**config.mk**
```make
export PLATFORM = sky130hd
export DESIGN_NAME = int_req_ctrl
export DESIGN_NICKNAME = d
export VERILOG_FILES = /design/src/rtl/int_req_pkg.sv /design/src/rtl/int_req_arb.sv /design/src/rtl/int_req_ctrl.sv
export SDC_FILE = /design/constraint.sdc
export NUM_CORES = 1
export LEC_CHECK = 0
export CORE_AREA = 2 2 68 70
export CTS_CLUSTER_DIAMETER = 40
export CTS_CLUSTER_SIZE = 40
export DETAILED_ROUTE_END_ITERATION = 12
export DIE_AREA = 0 0 70 72
export DONT_BUFFER_PORTS = 1
export PLACE_DENSITY = 0.44
export RECOVER_POWER = 50
export SLEW_MARGIN = 40
export SYNTH_ARGS = -nofsm -noshare
export SYNTH_HDL_FRONTEND = slang
export SYNTH_HIERARCHICAL = 1
export SYNTH_SLANG_ARGS = --single-unit
export TNS_END_PERCENT = 1
```
**constraint.sdc**
```tcl
create_clock -name clk -period 2.9 [get_ports clk]
set_clock_uncertainty 0.2 [all_clocks]
set_input_delay 0.435 -clock clk [delete_from_list [all_inputs] [get_ports clk]]
set_output_delay 0.435 -clock clk [all_outputs]
set_load 0.05 [all_outputs]
```
**src/rtl/int_req_pkg.sv**
```systemverilog
`default_nettype none
// ============================================================================
// Module      : int_req_pkg
// Description : Shared types and constants for the vectored-interrupt
//               requester (state encoding, register indices, source count).
// Revision    : 1.0 - initial release
// ============================================================================
package int_req_pkg;

  localparam int NSRC = 4;

  // Controller state, visible to software through STAT[1:0]
  typedef enum logic [1:0] {
    ST_IDLE    = 2'd0,
    ST_REQ     = 2'd1,
    ST_SERVICE = 2'd2
  } state_t;

  // Register word indices
  localparam logic [1:0] REG_MASK = 2'd0;
  localparam logic [1:0] REG_PEND = 2'd1;
  localparam logic [1:0] REG_EOI  = 2'd2;
  localparam logic [1:0] REG_STAT = 2'd3;

  // One-hot encode a source index onto the done lines
  function automatic logic [3:0] onehot4(input logic [1:0] idx);
    return 4'b0001 << idx;
  endfunction

endpackage : int_req_pkg
`default_nettype wire

```
**src/rtl/int_req_arb.sv**
```systemverilog
`default_nettype none
// ============================================================================
// Module      : int_req_arb
// Description : Combinational selector picking one eligible interrupt source.
//               Fixed priority (source 0 highest) by default; rotating search
//               beginning at 'start' when INT_REQ_CTRL_ROUND_ROBIN_EN is
//               defined.
// Revision    : 1.0 - initial release
// ============================================================================
module int_req_arb (
  input  logic [3:0] elig,
  input  logic [1:0] start,
  output logic [1:0] sel,
  output logic       valid
);

`ifdef INT_REQ_CTRL_ROUND_ROBIN_EN
  logic [1:0] idx;

  // Walk the four sources starting at 'start', wrapping modulo 4
  always_comb begin
    sel   = 2'd0;
    valid = 1'b0;
    idx   = 2'd0;
    for (int k = 0; k < 4; k++) begin
      idx = start + 2'(k);
      if (!valid && elig[idx]) begin
        sel   = idx;
        valid = 1'b1;
      end
    end
  end
`else
  // Start index has no meaning for fixed priority
  logic unused_start;
  assign unused_start = ^start;

  // Fixed priority, lowest index wins
  always_comb begin
    valid = |elig;
    if (elig[0])      sel = 2'd0;
    else if (elig[1]) sel = 2'd1;
    else if (elig[2]) sel = 2'd2;
    else              sel = 2'd3;
  end
`endif

endmodule : int_req_arb
`default_nettype wire

```
**src/rtl/int_req_ctrl.sv**
```systemverilog
`default_nettype none
// ============================================================================
// Module      : int_req_ctrl
// Description : Device-side requester for the vectored-interrupt handshake.
//               Latches peripheral event pulses as pending bits, masks them,
//               raises one one-hot request on done[3:0] until int_ack, then
//               blocks further requests until software writes EOI.
//               Optional: INT_REQ_CTRL_ROUND_ROBIN_EN selects rotating
//               arbitration starting after the last acknowledged source.
// Revision    : 1.0 - initial release
// ============================================================================
module int_req_ctrl
  import int_req_pkg::*;
#(
  parameter int DATA_W = 32,
  parameter int NSRC   = 4
) (
  input  logic              clk,
  input  logic              reset,
  input  logic [3:0]        event_in,
  input  logic              int_ack,
  input  logic              we,
  input  logic [1:0]        addr,
  input  logic [DATA_W-1:0] wdata,
  output logic [DATA_W-1:0] rdata,
  output logic [3:0]        done,
  output logic [1:0]        irq_id,
  output logic              busy
);

  // The done1..done4 interface is fixed at four lines
  if (NSRC != 4) begin : g_nsrc_check
    $error("int_req_ctrl: NSRC must be 4");
  end

  state_t     state, state_n;
  logic [3:0] mask, pending, ovf;
  logic [3:0] done_n;
  logic [1:0] irq_n;
  logic       busy_n;

  logic [3:0] elig;
  logic [1:0] arb_sel, arb_start;
  logic       arb_valid;

  logic       ack_take, eoi_wr, pend_wr;
  logic [3:0] pend_clr, ovf_clr, ovf_set;

  assign elig     = pending & mask;
  assign ack_take = (state == ST_REQ) && int_ack;
  assign eoi_wr   = we && (addr == REG_EOI) && (state == ST_SERVICE);
  assign pend_wr  = we && (addr == REG_PEND);

  // Clears come from the acknowledge and from PEND write-1-to-clear;
  // a same-cycle event on that bit overrides the clear.
  assign pend_clr = (ack_take ? onehot4(irq_id) : 4'b0000) |
                    (pend_wr ? wdata[3:0] : 4'b0000);
  assign ovf_clr  = pend_wr ? wdata[7:4] : 4'b0000;
  assign ovf_set  = event_in & pending & ~pend_clr;

`ifdef INT_REQ_CTRL_ROUND_ROBIN_EN
  logic [1:0] last_acked;

  // Remember the most recently acknowledged source for rotation
  always_ff @(posedge clk or negedge reset) begin
    if (!reset)        last_acked <= 2'd3;
    else if (ack_take) last_acked <= irq_id;
  end

  assign arb_start = last_acked + 2'd1;
`else
  assign arb_start = 2'd0;
`endif

  int_req_arb u_arb (
    .elig  (elig),
    .start (arb_start),
    .sel   (arb_sel),
    .valid (arb_valid)
  );

  // Software-visible mask, pending and overflow bits
  always_ff @(posedge clk or negedge reset) begin
    if (!reset) begin
      mask    <= 4'h0;
      pending <= 4'h0;
      ovf     <= 4'h0;
    end else begin
      if (we && (addr == REG_MASK)) mask <= wdata[3:0];
      pending <= (pending & ~pend_clr) | event_in;
      ovf     <= (ovf & ~ovf_clr) | ovf_set;
    end
  end

  // State register
  always_ff @(posedge clk or negedge reset) begin
    if (!reset) state <= ST_IDLE;
    else        state <= state_n;
  end

  // Next-state decision; acknowledge takes precedence over revoke
  always_comb begin
    state_n = state;
    case (state)
      ST_IDLE:    if (arb_valid) state_n = ST_REQ;
      ST_REQ: begin
        if (int_ack)              state_n = ST_SERVICE;
        else if (!mask[irq_id])   state_n = ST_IDLE;
      end
      ST_SERVICE: if (eoi_wr) state_n = ST_IDLE;
      default:    state_n = ST_IDLE;
    endcase
  end

  // Next values of the registered handshake outputs
  always_comb begin
    irq_n  = irq_id;
    done_n = 4'b0000;
    busy_n = (state_n != ST_IDLE);
    if (state == ST_IDLE && arb_valid) begin
      irq_n  = arb_sel;
      done_n = onehot4(arb_sel);
    end else if (state == ST_REQ && state_n == ST_REQ) begin
      done_n = done;
    end
  end

  // Output registers
  always_ff @(posedge clk or negedge reset) begin
    if (!reset) begin
      done   <= 4'b0000;
      irq_id <= 2'd0;
      busy   <= 1'b0;
    end else begin
      done   <= done_n;
      irq_id <= irq_n;
      busy   <= busy_n;
    end
  end

  // Register read mux; unused bits read as zero
  always_comb begin
    rdata = '0;
    case (addr)
      REG_MASK: rdata[3:0] = mask;
      REG_PEND: rdata[7:0] = {ovf, pending};
      REG_STAT: rdata[3:0] = {irq_id, state};
      default:  rdata      = '0;
    endcase
  end

endmodule : int_req_ctrl
`default_nettype wire

```
==> results of run 1 <==
## logic make-up (layout without fill, tap and decap cells)
kind of cell	Yosys count	after routing
AO/OA/AOI/OAI	22	22
buffers and inverters	29	10
flip-flops	21	21
multiplexers	9	9
other	1	24
AND/OR/NAND/NOR	37	37
## path summary, 6_finish.rpt
check | end | cells past startpoint
setup / recovery | rdata[2] | 2
max in group asynchronous | state[1] | 2
hold reg to reg | pending[2] | 1
setup reg to reg | busy | 3
hold / removal | pending[3] | 1
min in group asynchronous | ovf[2] | 2
## cell type report
class,instances,share of cell area [%]
Clock inverter,1,0.576
Timing Repair Buffer,4,2.21
Sequential cell,21,40.3
Multi-Input combinational cell,92,48.1
Tap cell,52,5.00
Inverter,2,0.576
Clock buffer,3,3.17
## registers in the layout, indices dropped and copies added, names as in the netlist
name,cells
busy,1
mask,4
ovf,4
state,2
irq_id,2
done,4
pending,4
## cells in the final DEF, fill, tap and decap left out
master	synthesis	layout
a21boi_0	4	4
a21o_2	1	1
a21oi_2	1	1
a22o_1	4	4
a31o_2	5	5
a32o_1	1	1
a41o_1	4	4
and2_1	8	8
and3b_1	2	2
buf_4	24	2
clkbuf_1	3	1
clkbuf_8	0	3
clkinvlp_4	0	1
conb_1	1	24
dfrtp_1	21	21
dlygate4sd3_1	0	1
inv_1	2	2
mux2_2	8	8
mux4_2	1	1
nand2_1	11	11
nand3_1	1	1
nand3b_1	3	3
nor2_1	2	2
nor2_2	1	1
nor2b_1	1	1
nor3_1	1	1
nor3b_1	2	2
nor4b_4	1	1
o2bb2ai_1	2	2
or2_2	1	1
or3_1	1	1
or3b_1	1	1
or3b_2	1	1
## through the flow
step | hold WS [ns] | instance area, sq um | cells | power, mW
after floorplan | -0.0606 | 1350 | 142 | 0.942
after global placement | -0.0598 | 1240 | 169 | 1.01
after detailed placement | -0.0599 | 1240 | 169 | 1.01
after CTS | 0.0555 | 1300 | 174 | 1.22
after global routing | 0.0473 | 1300 | 175 | 1.28
final | 0.0668 | 1300 | 175 | 1.20
## worst reg2reg max path, cell delays in order, from the launching register on
cell	delay, ns
dfrtp_1	0.47
mux4_2	0.53
nor4b_4	0.17
or3_1	0.36
## power groups by stage
stage / Clock [mW] / Sequential [mW] / Combinational (mW)
floorplan: 0 / 0.561 / 0.381
global placement: 0 / 0.535 / 0.470
detailed placement: 0 / 0.535 / 0.473
CTS: 0.208 / 0.530 / 0.482
global route: 0.224 / 0.542 / 0.511
finish: 0.195 / 0.529 / 0.476
## layer usage
layer  vias to the layer above  share of wire, %  global-route usage, %
met3                         4               9.3                   5.14
met1                       401                42                   14.0
met4                         0              0.86                   3.21
met2                        39                47                   16.6
met5                         -                 0                      0
li1                        383                 -                      -
## timing repair
action                    in CTS  in global routing
setup buffers                  0                  0
hold buffers                   1                  1
hold endpoints to repair      21                 21
==> results.py, run 1 <==
metrics = {
    "cts": {
        "clk_latency_ns": 0.26,
        "cts.clk_slew.worst_paths_ns": 0.08,
        "cts_resized": 0,
        "cts_made_buffers": 3,
        "clockBufferDepth": 2,
        "cts_sinks": 21,
        "htreeDepth": 1,
        "clockRootBuffer": "clkbuf_8",
        "cts_tree": "yes",
    },
    "detailed_routing": {
        "vias_per_cell": 4.73,
        "finalWirelength_mm": 2.68,
        "first_pass_iters": 4,
        "wire_per_inst_um": 15.3,
        "ant_nets": 0,
        "first_iter_violations": 35,
        "vias": 827,
        "drc": 0,
    },
    "place": {
        "gp_congestion": 0.765,
        "hpwl_mm": 2.15,
        "portBuffers": 0,
        "dp_slack_ns": 1.07,
    },
    "sta": {
        "period_needed_ns": 2.02,
        "max_freq_ghz": 0.494,
        "setup_tns_ns": 0,
        "relSlewSlack_pct": 22.8,
        "setup_viol": 0,
        "setup_slack_ns": 0.877,
        "final_hold_viol_count": 0,
        "max_slew.worst_pin.slew_ns": 1.16,
        "period_share_pct": 69.8,
        "maxSlewViolCount": 0,
        "rsz0062_at_grt": "false",
    },
    "power": {
        "p_sw_mw": 0.576,
        "leakage_nw": 0.551,
        "internal-power_mw": 0.624,
        "max-vdd-ir-drop_mv": 0.306,
        "p_seq_share_pct": 44.1,
        "powerDensity_mw_per_mm2": 922,
        "clkPwrFrac_pct": 16.3,
        "switching_share_pct": 48.0,
        "power_frac_comb_pct": 39.6,
    },
    "worst_setup_path": {
        "crit_start": "irq_id[0]",
        "path_delay_family": "flip-flops",
        "critical_path.max_fanout": 6,
        "arrival_ns": 1.39,
        "start_kind": "flop",
        "rrSetupSlack_ns": 1.05,
        "crit_buf_inv": 0,
        "cp_slowest_cell": "dfrtp_1",
        "max_stage_delay_ns": 0.46,
        "r2r_start": "irq_id[0]",
        "worstSetupPathType": "flop to primary output",
        "cp_data_required_time_ns": 2.27,
        "critPathCaptureType": "primary output",
        "crit_path_cell_trace": "mux2_2 > a22o_1",
    },
    "logic_synthesis": {
        "synth_adder_area_share_pct": 0,
        "yosys_warnings": 6,
        "synth_ff_type": "dfrtp_1",
        "avgSynthCellArea_sq_um": 10.6,
        "synth_xor_xnor_area_share_pct": 0,
        "synth-edff-count": 0,
        "async_flop_share_pct": 100,
        "yosys.area.top_type_share_pct": 41.5,
        "synth_cells": 119,
        "yosys-top-cells-area": "dfrtp_1 (42%), buf_4 (14%), mux2_2 (7.1%)",
        "yosys.area.top_type": "dfrtp_1",
        "synth-seq-cells": 21,
        "yosysMostFrequentCell": "buf_4",
        "synth_cell_types": 30,
        "synth_common_cells": "buf_4 (24), dfrtp_1 (21), nand2_1 (11)",
        "synth_simple_gate_area_share_pct": 18.2,
        "synthMuxAreaShare_pct": 8.90,
        "synth_top_family_by_area": "simple AND/OR/NAND/NOR gates",
        "synth_area_sq_mm": 0.00126,
        "yosysSeqAreaShare_pct": 41.5,
        "synth_compound_area_share_pct": 15.3,
    },
    "cells_and_area": {
        "multi_input_area_sq_um": 627,
        "n_antenna_cell": 0,
        "final_core_utilization_pct": 30.5,
        "fillers": 451,
        "area.growth.synth_to_final_pct": 2.97,
        "seqCellArea_sq_um": 526,
        "nNetsFinal": 166,
        "drive_gt1_share_pct": 21.1,
    },
    "global_routing": {
        "antenna_found_initial": 0,
        "grt_max_degree": 22,
        "grt_pass1_wl_mm": 4.28,
        "track_usage_pct": 10.9,
        "globalRouteOverflowTotal": 0,
        "grt_pass1_vias": 800,
    },
    "die": {
        "rows": 24,
        "core-area_sq_mm": 0.00426,
        "die_w_um": 70,
        "die_y_um": 72,
        "design.die.area_sq_mm": 0.00504,
        "io_pins": 81,
        "start_util_pct": 29.7,
    },
    "outcome": {
        "status": "finished, final reports clean",
    },
    "hold_path": {
        "hold_class": "input pin to flop",
        "min_from": "event_in[3]",
    },
    "job": {
        "drv_cap": 0,
    },
}
(Power assumes the default switching activity.)
==> run 2, diff against run 1 <==
- clock period: 2.9 -> 1.9 ns (I/O delays scaled with it)
==> run 2 against run 1 <==
Die area stayed put. Global-route usage is 1.3 points higher. Largest cell class unchanged. Hold slack worse by 0.014 ns. First-iteration DRC count is 54% lower. Power is 63% higher. Non-clock buffer count is 21 higher.
==> results.py, run 2 (same netlist as run 1, synthesis figures left out) <==
metrics = {
    "cells_and_area": {
        "nNetsFinal": 187,
        "mostFrequentLayoutCell": "conb_1",
        "seqCellArea_sq_um": 527,
        "drive_gt1_share_pct": 28.5,
        "n_antenna_cell": 0,
        "multi_input_area_sq_um": 632,
        "fillers": 452,
        "area.growth.synth_to_final_pct": 19.4,
        "fin_cells": 196,
        "mostFrequentLayoutCells": "conb_1 (24), dfrtp_1 (20), nand2_1 (11), buf_4 (11), dlygate4sd3_1 (10)",
    },
    "cts": {
        "clk_latency_ns": 0.27,
        "cts_tree": "yes",
        "clockRootBuffer": "clkbuf_8",
        "cts_made_buffers": 3,
        "htreeDepth": 1,
        "cts.clk_slew.worst_paths_ns": 0.09,
        "clockBufferDepth": 2,
        "cts_sinks": 21,
    },
    "detailed_routing": {
        "vias": 890,
        "first_iter_violations": 16,
        "first_pass_iters": 4,
        "drc": 0,
        "vias_per_cell": 4.54,
        "finalWirelength_mm": 2.90,
        "ant_nets": 0,
        "wire_per_inst_um": 14.8,
    },
    "sta": {
        "setup_viol": 0,
        "relSlewSlack_pct": 63.9,
        "hold_ws_ns": 0.0532,
        "period_share_pct": 98.4,
        "rsz0062_at_grt": "true",
        "final_hold_viol_count": 0,
        "max_slew.worst_pin.slew_ns": 0.542,
        "period_needed_ns": 1.87,
        "max_freq_ghz": 0.535,
        "maxSlewViolCount": 0,
    },
    "worst_setup_path": {
        "cp_data_required_time_ns": 1.41,
        "reg2reg_to": "done[0]",
        "arrival_ns": 1.39,
        "critPathCaptureType": "primary output",
        "critical_path.max_fanout": 3,
        "reg2reg_depth": 6,
        "rrSetupSlack_ns": 0.13,
        "r2r_start": "mask[0]",
        "start_kind": "flop",
        "worstSetupPathType": "flop to primary output",
    },
    "global_routing": {
        "antenna_found_initial": 0,
        "globalRouteOverflowTotal": 0,
        "grt_pass1_wl_mm": 4.77,
        "grt_pass1_vias": 946,
        "grt_max_degree": 22,
        "track_usage_pct": 12.2,
    },
    "power": {
        "powerDensity_mw_per_mm2": 1300,
        "p_sw_mw": 0.911,
        "leakage_nw": 0.659,
        "p_seq_share_pct": 40.1,
        "power_frac_comb_pct": 44.5,
        "clkPwrFrac_pct": 15.4,
        "internal-power_mw": 1.05,
        "max-vdd-ir-drop_mv": 0.657,
        "switching_share_pct": 46.4,
    },
    "die": {
        "rows": 24,
        "die_w_um": 70,
        "start_util_pct": 29.7,
        "core-area_sq_mm": 0.00426,
        "design.die.area_sq_mm": 0.00504,
        "io_pins": 81,
        "die_y_um": 72,
    },
    "place": {
        "hpwl_mm": 2.21,
        "place_inst": 180,
        "portBuffers": 0,
        "gp_congestion": 0.784,
    },
    "hold_path": {
        "whs_endpoint": "pending[3]",
        "min_from": "wdata[3]",
        "holdPathStages": 2,
        "hold_class": "input pin to flop",
    },
    "job": {
        "drv_cap": 0,
    },
    "outcome": {
        "status": "finished, final reports clean",
    },
}
[run 2: layout make-up]
cell class                      count  area share [%]
Clock buffer                        3            2.73
Clock inverter                      1           0.497
Inverter                            2           0.497
Multi-Input combinational cell     92            41.8
Sequential cell                    21            34.9
Tap cell                           52            4.31
Timing Repair Buffer               25            15.2
[run 2: worst max-delay path by stage]
stage	startpoint	to	slack, ns	depth (start not counted)
after floorplan	irq_id[0]	busy	0.002	3
after global placement	mask[0]	done[2]	0.14	6
after detailed placement	mask[0]	done[0]	0.14	6
after CTS	pending[0]	rdata[0]	0.01	4
after global routing	pending[0]	rdata[0]	-0.04	4
final	pending[0]	rdata[0]	0.03	4
[run 2: routing by layer]
metal,up-vias,share of wire (%),GRT usage [%]
met4,0,0.41,1.92
met5,-,0,0
met2,36,47,18.6
met1,427,44,16.5
met3,2,8.6,5.28
li1,425,-,-
[run 2: timing repair]
action	CTS	global route
resized for setup	1	2
setup buffers	1	0
hold endpoints to repair	34	21
endpoints found under the setup margin	2	6
hold buffers	10	1
[run 2: per-stage QoR]
step	util, %	total power [mW]	cell area [sq um]	setup TNS, ns	setup slack [ns]
finish	35.4	1.96	1510	0	0.0297
global route	35.4	2.09	1510	-0.0392	-0.0392
CTS	35.1	1.97	1500	0	0.0125
detailed placement	31.3	1.61	1340	0	0.139
global placement	31.3	1.61	1340	0	0.138
floorplan	-	1.44	1350	0	0.00232
[run 2: worst max-delay path: stages, from the launching register on]
cell and delay [ns]:
dfrtp_1 0.38, buf_4 0.14, mux2_2 0.25, a22o_1 0.20, buf_6 0.16
[run 2: power groups by stage]
stage | Combinational (mW) | Clock (mW) | Sequential [mW]
2_1_floorplan | 0.581 | 0 | 0.859
3_3_place_gp | 0.807 | 0 | 0.801
3_5_place_dp | 0.809 | 0 | 0.802
4_1_cts | 0.871 | 0.314 | 0.786
5_1_grt | 0.946 | 0.339 | 0.805
6_report | 0.874 | 0.301 | 0.787
